===== config.mk =====
export PLATFORM = sky130hd
export DESIGN_NAME = sad_best_match_flat
export DESIGN_NICKNAME = d
export VERILOG_FILES = /design/src/rtl/sad_best_match_if.sv /design/src/rtl/sad_best_match.sv /design/src/flat_wrapper.sv
export SDC_FILE = /design/constraint.sdc
export NUM_CORES = 1
export LEC_CHECK = 0
export CORE_MARGIN = 2
export CORE_UTILIZATION = 39
export CTS_BUF_LIST = sky130_fd_sc_hd__clkbuf_16
export DETAILED_ROUTE_END_ITERATION = 6
export PLACE_DENSITY = 0.74
export SLEW_MARGIN = 25
export SYNTH_ARGS = -nofsm -noshare
export SYNTH_HDL_FRONTEND = slang
export SYNTH_SLANG_ARGS = --single-unit

===== constraint.sdc =====
create_clock -name clk -period 1.6 [get_ports clk]
set_input_delay 0.16 -clock clk [delete_from_list [all_inputs] [get_ports clk]]
set_output_delay 0.16 -clock clk [all_outputs]
set_load 0.1 [all_outputs]

===== src/rtl/sad_best_match_if.sv =====
// Handshake bundle between the search controller, the SAD datapath and the upstream controller.
// slave = search controller side, master = stimulus/upstream side.
interface sad_best_match_if #(
    parameter int WIDTH = 8,
    parameter int IDX_W = 4
);
    logic                 init;
    logic                 ack;
    logic                 sad_done;
    logic [WIDTH+4:0]     sad_value;
    logic                 sad_init;
    logic                 sad_ack;
    logic [IDX_W-1:0]     cand_idx;
    logic [WIDTH+4:0]     best_sad;
    logic [IDX_W-1:0]     best_idx;
    logic                 busy;
    logic                 done;

    modport slave (
        input  init, ack, sad_done, sad_value,
        output sad_init, sad_ack, cand_idx, best_sad, best_idx, busy, done
    );

    modport master (
        output init, ack, sad_done, sad_value,
        input  sad_init, sad_ack, cand_idx, best_sad, best_idx, busy, done
    );
endinterface


===== src/rtl/sad_best_match.sv =====
// Sequences N_CAND candidates through the SAD unit and tracks the minimum SAD and its index.
// Per candidate 1 + W + 1 + A cycles; stalls in WAIT/ACKW on sad_done, holds result in DONE until ack.
module sad_best_match #(
    parameter int WIDTH  = 8,
    parameter int N_CAND = 16,
    parameter int IDX_W  = 4
) (
    input  logic                 clk,
    input  logic                 rst,
    sad_best_match_if.slave      bus
);
    localparam int SW = WIDTH + 5;
    localparam logic [IDX_W-1:0] LAST_IDX = IDX_W'(N_CAND - 1);

    typedef enum logic [2:0] {
        S_IDLE = 3'd0,
        S_REQ  = 3'd1,
        S_WAIT = 3'd2,
        S_CAP  = 3'd3,
        S_ACKW = 3'd4,
        S_DONE = 3'd5
    } state_t;

    state_t            r_state;
    state_t            w_state_nxt;
    logic [IDX_W-1:0]  r_cand_idx;
    logic [IDX_W-1:0]  w_cand_nxt;
    logic [SW-1:0]     r_best_sad;
    logic [SW-1:0]     w_best_sad_nxt;
    logic [IDX_W-1:0]  r_best_idx;
    logic [IDX_W-1:0]  w_best_idx_nxt;
    logic              r_sad_init;
    logic              r_sad_ack;
    logic              r_busy;
    logic              r_done;

    always_comb begin
        w_state_nxt    = r_state;
        w_cand_nxt     = r_cand_idx;
        w_best_sad_nxt = r_best_sad;
        w_best_idx_nxt = r_best_idx;
        case (r_state)
            S_IDLE: begin
                if (bus.init) begin
                    w_state_nxt    = S_REQ;
                    w_cand_nxt     = '0;
                    w_best_sad_nxt = '1;
                    w_best_idx_nxt = '0;
                end
            end
            S_REQ:  w_state_nxt = S_WAIT;
            S_WAIT: begin
                if (bus.sad_done) w_state_nxt = S_CAP;
            end
            S_CAP: begin
                // strict compare: ties keep the earliest candidate
                if (bus.sad_value < r_best_sad) begin
                    w_best_sad_nxt = bus.sad_value;
                    w_best_idx_nxt = r_cand_idx;
                end
                w_state_nxt = S_ACKW;
            end
            S_ACKW: begin
                if (!bus.sad_done) begin
                    if (r_cand_idx == LAST_IDX) begin
                        w_state_nxt = S_DONE;
                    end else begin
                        w_cand_nxt  = r_cand_idx + IDX_W'(1);
                        w_state_nxt = S_REQ;
                    end
                end
            end
            S_DONE: begin
                if (bus.ack) w_state_nxt = S_IDLE;
            end
            default: w_state_nxt = S_IDLE;
        endcase
    end

    // Outputs are decoded from the next state so every port comes straight from a flop.
    always_ff @(posedge clk) begin
        if (rst) begin
            r_state    <= S_IDLE;
            r_cand_idx <= '0;
            r_best_sad <= '0;
            r_best_idx <= '0;
            r_sad_init <= 1'b0;
            r_sad_ack  <= 1'b0;
            r_busy     <= 1'b0;
            r_done     <= 1'b0;
        end else begin
            r_state    <= w_state_nxt;
            r_cand_idx <= w_cand_nxt;
            r_best_sad <= w_best_sad_nxt;
            r_best_idx <= w_best_idx_nxt;
            r_sad_init <= (w_state_nxt == S_REQ);
            r_sad_ack  <= (w_state_nxt == S_ACKW);
            r_busy     <= (w_state_nxt != S_IDLE) && (w_state_nxt != S_DONE);
            r_done     <= (w_state_nxt == S_DONE);
        end
    end

    assign bus.sad_init = r_sad_init;
    assign bus.sad_ack  = r_sad_ack;
    assign bus.cand_idx = r_cand_idx;
    assign bus.best_sad = r_best_sad;
    assign bus.best_idx = r_best_idx;
    assign bus.busy     = r_busy;
    assign bus.done     = r_done;
endmodule


===== src/flat_wrapper.sv =====
// flat-port wrapper written by rule: the top's interface ports become plain ports
module sad_best_match_flat 
#(
    parameter int WIDTH  = 8,
    parameter int N_CAND = 16,
    parameter int IDX_W  = 4
)
  (clk, rst, bus_init, bus_ack, bus_sad_done, bus_sad_value, bus_sad_init, bus_sad_ack, bus_cand_idx, bus_best_sad, bus_best_idx, bus_busy, bus_done);
  sad_best_match_if #(.WIDTH(WIDTH), .IDX_W(IDX_W)) bus_i ();
  input  logic clk;
  input  logic rst;
  input wire logic [$bits(bus_i.init)-1:0] bus_init;
  input wire logic [$bits(bus_i.ack)-1:0] bus_ack;
  input wire logic [$bits(bus_i.sad_done)-1:0] bus_sad_done;
  input wire logic [$bits(bus_i.sad_value)-1:0] bus_sad_value;
  output wire logic [$bits(bus_i.sad_init)-1:0] bus_sad_init;
  output wire logic [$bits(bus_i.sad_ack)-1:0] bus_sad_ack;
  output wire logic [$bits(bus_i.cand_idx)-1:0] bus_cand_idx;
  output wire logic [$bits(bus_i.best_sad)-1:0] bus_best_sad;
  output wire logic [$bits(bus_i.best_idx)-1:0] bus_best_idx;
  output wire logic [$bits(bus_i.busy)-1:0] bus_busy;
  output wire logic [$bits(bus_i.done)-1:0] bus_done;
  assign bus_i.init = bus_init;
  assign bus_i.ack = bus_ack;
  assign bus_i.sad_done = bus_sad_done;
  assign bus_i.sad_value = bus_sad_value;
  assign bus_sad_init = bus_i.sad_init;
  assign bus_sad_ack = bus_i.sad_ack;
  assign bus_cand_idx = bus_i.cand_idx;
  assign bus_best_sad = bus_i.best_sad;
  assign bus_best_idx = bus_i.best_idx;
  assign bus_busy = bus_i.busy;
  assign bus_done = bus_i.done;
  sad_best_match #(.WIDTH(WIDTH), .N_CAND(N_CAND), .IDX_W(IDX_W)) u_core (.clk(clk), .rst(rst), .bus(bus_i));
endmodule

==> flow_metrics.tcl, run 1 <==
set metrics [dict create \
    critPathMaxStageDelay_ns 0.35 \
    ys.warnings.count 0 \
    clock_path_buffers 2 \
    grt_pass1_wl_mm 8.03 \
    antenna_found_initial 0 \
    critPathBufInv 2 \
    worstPathMaxFanout 7 \
    cts-buffers-inserted 3 \
    slew-limit-headroom 0.716 \
    p_per_area_nw_per_um2 990 \
    fin_area_um2 2900 \
    cts_num_sinks 28 \
    cp-end-kind "register" \
    worst_hold_slack_ns 0.316 \
    fin_worst_skew_ns 0.00317 \
    layout_min_cycle_time_ns 1.89 \
    num_rows 22 \
    switching_share 0.394 \
    seqPwrFrac 0.287 \
    ant_nets 0 \
    worstPathArrival_ns 2.04 \
    antenna_cells 0 \
    syn_area_um2 1440 \
    final.period_utilization 1.18 \
    num_vias 1545 \
    seq_area_frac_synth 0.389 \
    syn_avg_cell_area_um2 9.67 \
    totalWireLength_mm 5.19 \
    clock.fmax_ghz 0.530 \
    setup_violations 21 \
    routedWlPerCell_um 18.5 \
    ir_worst_vdd_v 0.000516 \
    grt_pass1_vias 1655 \
    via_per_inst 5.52 \
    clk_latency_ns 0.26 \
    synth-edff-count 0 \
    finalWorstSetupSlack_ns -0.288 \
    critPathRequiredTime_ns 1.75 \
    start_kind "register" \
    crit_chain "inv_2 > ha_4 > nand4_1 > buf_4 > nor3_4 > o31ai_4 > a21o_4 > o221a_1" \
    max-cap-violations 0 \
    cp_top_family "compound AO/OA/AOI/OAI gates" \
    ys_ff_latch 28 \
    core_um2 3610 \
    cts_hold_buf 0 \
    grt_max_degree 16 \
    synth_flop_cell "dfxtp_1" \
    worstSetupPathType "reg2reg" \
    synthArstFlopShare 0 \
    cts-root-buf "clkbuf_16" \
    p_sw_mw 1.13 \
    cts_max_level 1 \
    post-dp-hpwl_mm 3.27 \
    firstDrtPassIters 4 \
    cts_tree "built" \
    syn_nets 180 \
    hold_class "in2reg" \
    worstMarginPinSlew_ns 0.427 \
    pwr-share-comb 0.514 \
    start_util 0.400 \
    drc_errors 0 \
    die_h_um 64.8 \
    clkTransAtPathRegs_ns 0.07 \
    placed_area_um2 2570 \
    rsz0062_at_grt "yes" \
    dieArea_um2 4200 \
    clkPwrFrac 0.199 \
    slowest_stage "dfxtp_4" \
    grt_usage 0.249 \
    drt_iter0_markers 56 \
    finalWeightedCongestion 0.886 \
    drive_gt1_frac 0.556 \
    p_int_mw 1.74 \
    ys_types 38 \
    violations "negative setup slack" \
    io_buffers 42 \
    hold_viol_final 0 \
    grt-ovfl-total 0 \
    status "complete, but fails checks" \
    fin_nets 264 \
    synthCells 149 \
    io_pins 43 \
    synthToLayoutAreaGrowth_pct 101 \
    slew_viol_final 0 \
    power.leakage_nw 1.18 \
    die-width_um 64.8 \
]
==> cell usage after synthesis (all sizes together) (2+ instances only) <==
| cell type | count | area share |
|---|---|---|
| clkbuf | 2 | 0.0052 |
| inv | 17 | 0.044 |
| a31oi | 2 | 0.0087 |
| and2 | 2 | 0.0087 |
| nor3 | 6 | 0.021 |
| nor4b | 2 | 0.021 |
| a21o | 2 | 0.011 |
| mux2i | 5 | 0.035 |
| dfxtp | 28 | 0.39 |
| nor2 | 5 | 0.015 |
| or3 | 2 | 0.0087 |
| a21oi | 9 | 0.031 |
| o31ai | 3 | 0.019 |
| ha | 13 | 0.11 |
| nand2 | 11 | 0.030 |
| nand4 | 2 | 0.0087 |
| or4 | 2 | 0.010 |
| o21ai | 4 | 0.014 |
| nand2b | 2 | 0.0087 |
| o221a | 13 | 0.10 |
| buf | 5 | 0.029 |
| nand3 | 3 | 0.010 |
==> routing by layer <==
metal	vias up	part of all wire	track usage
met5	-	0	0
met1	757	0.36	0.252
met4	0	0.028	0.0798
met3	15	0.047	0.0451
li1	718	-	-
met2	55	0.57	0.501
==> path summary, 6_finish.rpt <==
path	start	to	slack [ns]	cells after the start
worst max-delay path	u_core.bus.best_sad[12]$_SDFFE_PP0P_	u_core.bus.best_sad[5]$_SDFFE_PP0P_	-0.29	8
worst min-delay path	bus_sad_value[8]	u_core.bus.best_sad[8]$_SDFFE_PP0P_	0.32	2
worst max register to register	u_core.bus.best_sad[12]$_SDFFE_PP0P_	u_core.bus.best_sad[5]$_SDFFE_PP0P_	-0.29	8
worst min register to register	u_core.bus.best_idx[3]$_SDFFE_PP0P_	u_core.bus.best_idx[3]$_SDFFE_PP0P_	0.52	2
==> cell type report <==
class                      instances  area (um2)
inverter                          17        63.8
timing repair buffer              84        1010
tap                               48        60.1
fill                             203         706
clock buffer                       3        75.1
sequential                        28         624
clock inverter                     1        3.75
multi-input combinational         99        1060
==> per-stage QoR <==
stage	utilization	power, mW	setup slack (ns)	std cells	TNS, ns
floorplan	-	1.59	-0.416	149	-6.16
global placement	0.712	2.12	-0.576	269	-10.07
detailed placement	0.712	2.15	-0.676	269	-11.51
CTS	0.771	2.78	-0.268	278	-4.33
global route	0.804	2.98	-0.374	280	-6.14
finish	0.804	2.87	-0.288	280	-4.54
==> logic make-up (layout without fill, tap and decap cells) <==
family | after synthesis | after routing | share of synthesized area
AO/OA/AOI/OAI | 39 | 40 | 0.227
XOR/XNOR | 1 | 1 | 0.00608
adder cells (fa/ha/maj) | 13 | 13 | 0.113
buffers and inverters | 24 | 105 | 0.0781
flip-flops | 28 | 28 | 0.389
multiplexers | 5 | 5 | 0.0347
AND/OR/NAND/NOR | 39 | 40 | 0.153
==> state kept, by name, indices dropped and copies added (netlist names) <==
name	cells
u_core.bus.sad_init	1
u_core.bus.best_idx	4
u_core.bus.sad_ack	1
u_core.bus.cand_idx	4
u_core.bus.busy	1
u_core.r_state	3
u_core.bus.best_sad	13
u_core.bus.done	1
==> placed cells by master, fill, tap and decap left out, types with 3 or more instances in the layout <==
cell type,count
dlymetal6s2s_1,3
buf_4,36
o21ai_0,3
inv_1,11
inv_2,7
o221a_1,13
ha_1,3
dfxtp_4,16
buf_12,25
a21oi_1,7
mux2i_1,3
nand2_1,10
clkdlybuf4s50_1,10
buf_6,6
dfxtp_1,9
nand3_1,3
nor3_1,3
ha_4,10
dfxtp_2,3
nor2_1,4
dlygate4sd2_1,4
clkbuf_16,3
==> power by group through the flow <==
stage	logic [mW]	clock network [mW]	registers [mW]
final	1.48	0.571	0.825
after global routing	1.54	0.606	0.830
after CTS	1.39	0.578	0.821
after detailed placement	1.32	0	0.835
after global placement	1.29	0	0.830
after floorplan	0.331	0	1.26
==> repair_timing <==
action / 4_1_cts / 5_1_grt
buffers inserted: 4 / 4
pin swaps: 10 / 21
resized for setup: 24 / 19
endpoints found under the setup margin: 21 / 22
cloned: 2 / 0
Note: power is estimated with default switching activity, not from simulation.
==> run 2, diff against run 1 <==
--- a/config.mk
+++ b/config.mk
@@ -5,12 +5,14 @@
 export SDC_FILE = /design/constraint.sdc
 export NUM_CORES = 1
 export LEC_CHECK = 0
+export CAP_MARGIN = 30
 export CORE_MARGIN = 2
 export CORE_UTILIZATION = 39
 export CTS_BUF_LIST = sky130_fd_sc_hd__clkbuf_16
+export CTS_CLUSTER_SIZE = 10
 export DETAILED_ROUTE_END_ITERATION = 6
 export PLACE_DENSITY = 0.74
-export SLEW_MARGIN = 25
+export SLEW_MARGIN = 20
 export SYNTH_ARGS = -nofsm -noshare
 export SYNTH_HDL_FRONTEND = slang
 export SYNTH_SLANG_ARGS = --single-unit
==> results of run 2 <==
The final DEF is identical to that of run 1; final timing and power are the same.
==> run 3, diff against run 2 <==
--- a/config.mk
+++ b/config.mk
@@ -5,6 +5,7 @@
 export SDC_FILE = /design/constraint.sdc
 export NUM_CORES = 1
 export LEC_CHECK = 0
+export ABC_AREA = 0
 export CAP_MARGIN = 30
 export CORE_MARGIN = 2
 export CORE_UTILIZATION = 39
==> results of run 3 <==
The final DEF is identical to that of run 1; final timing and power are the same.
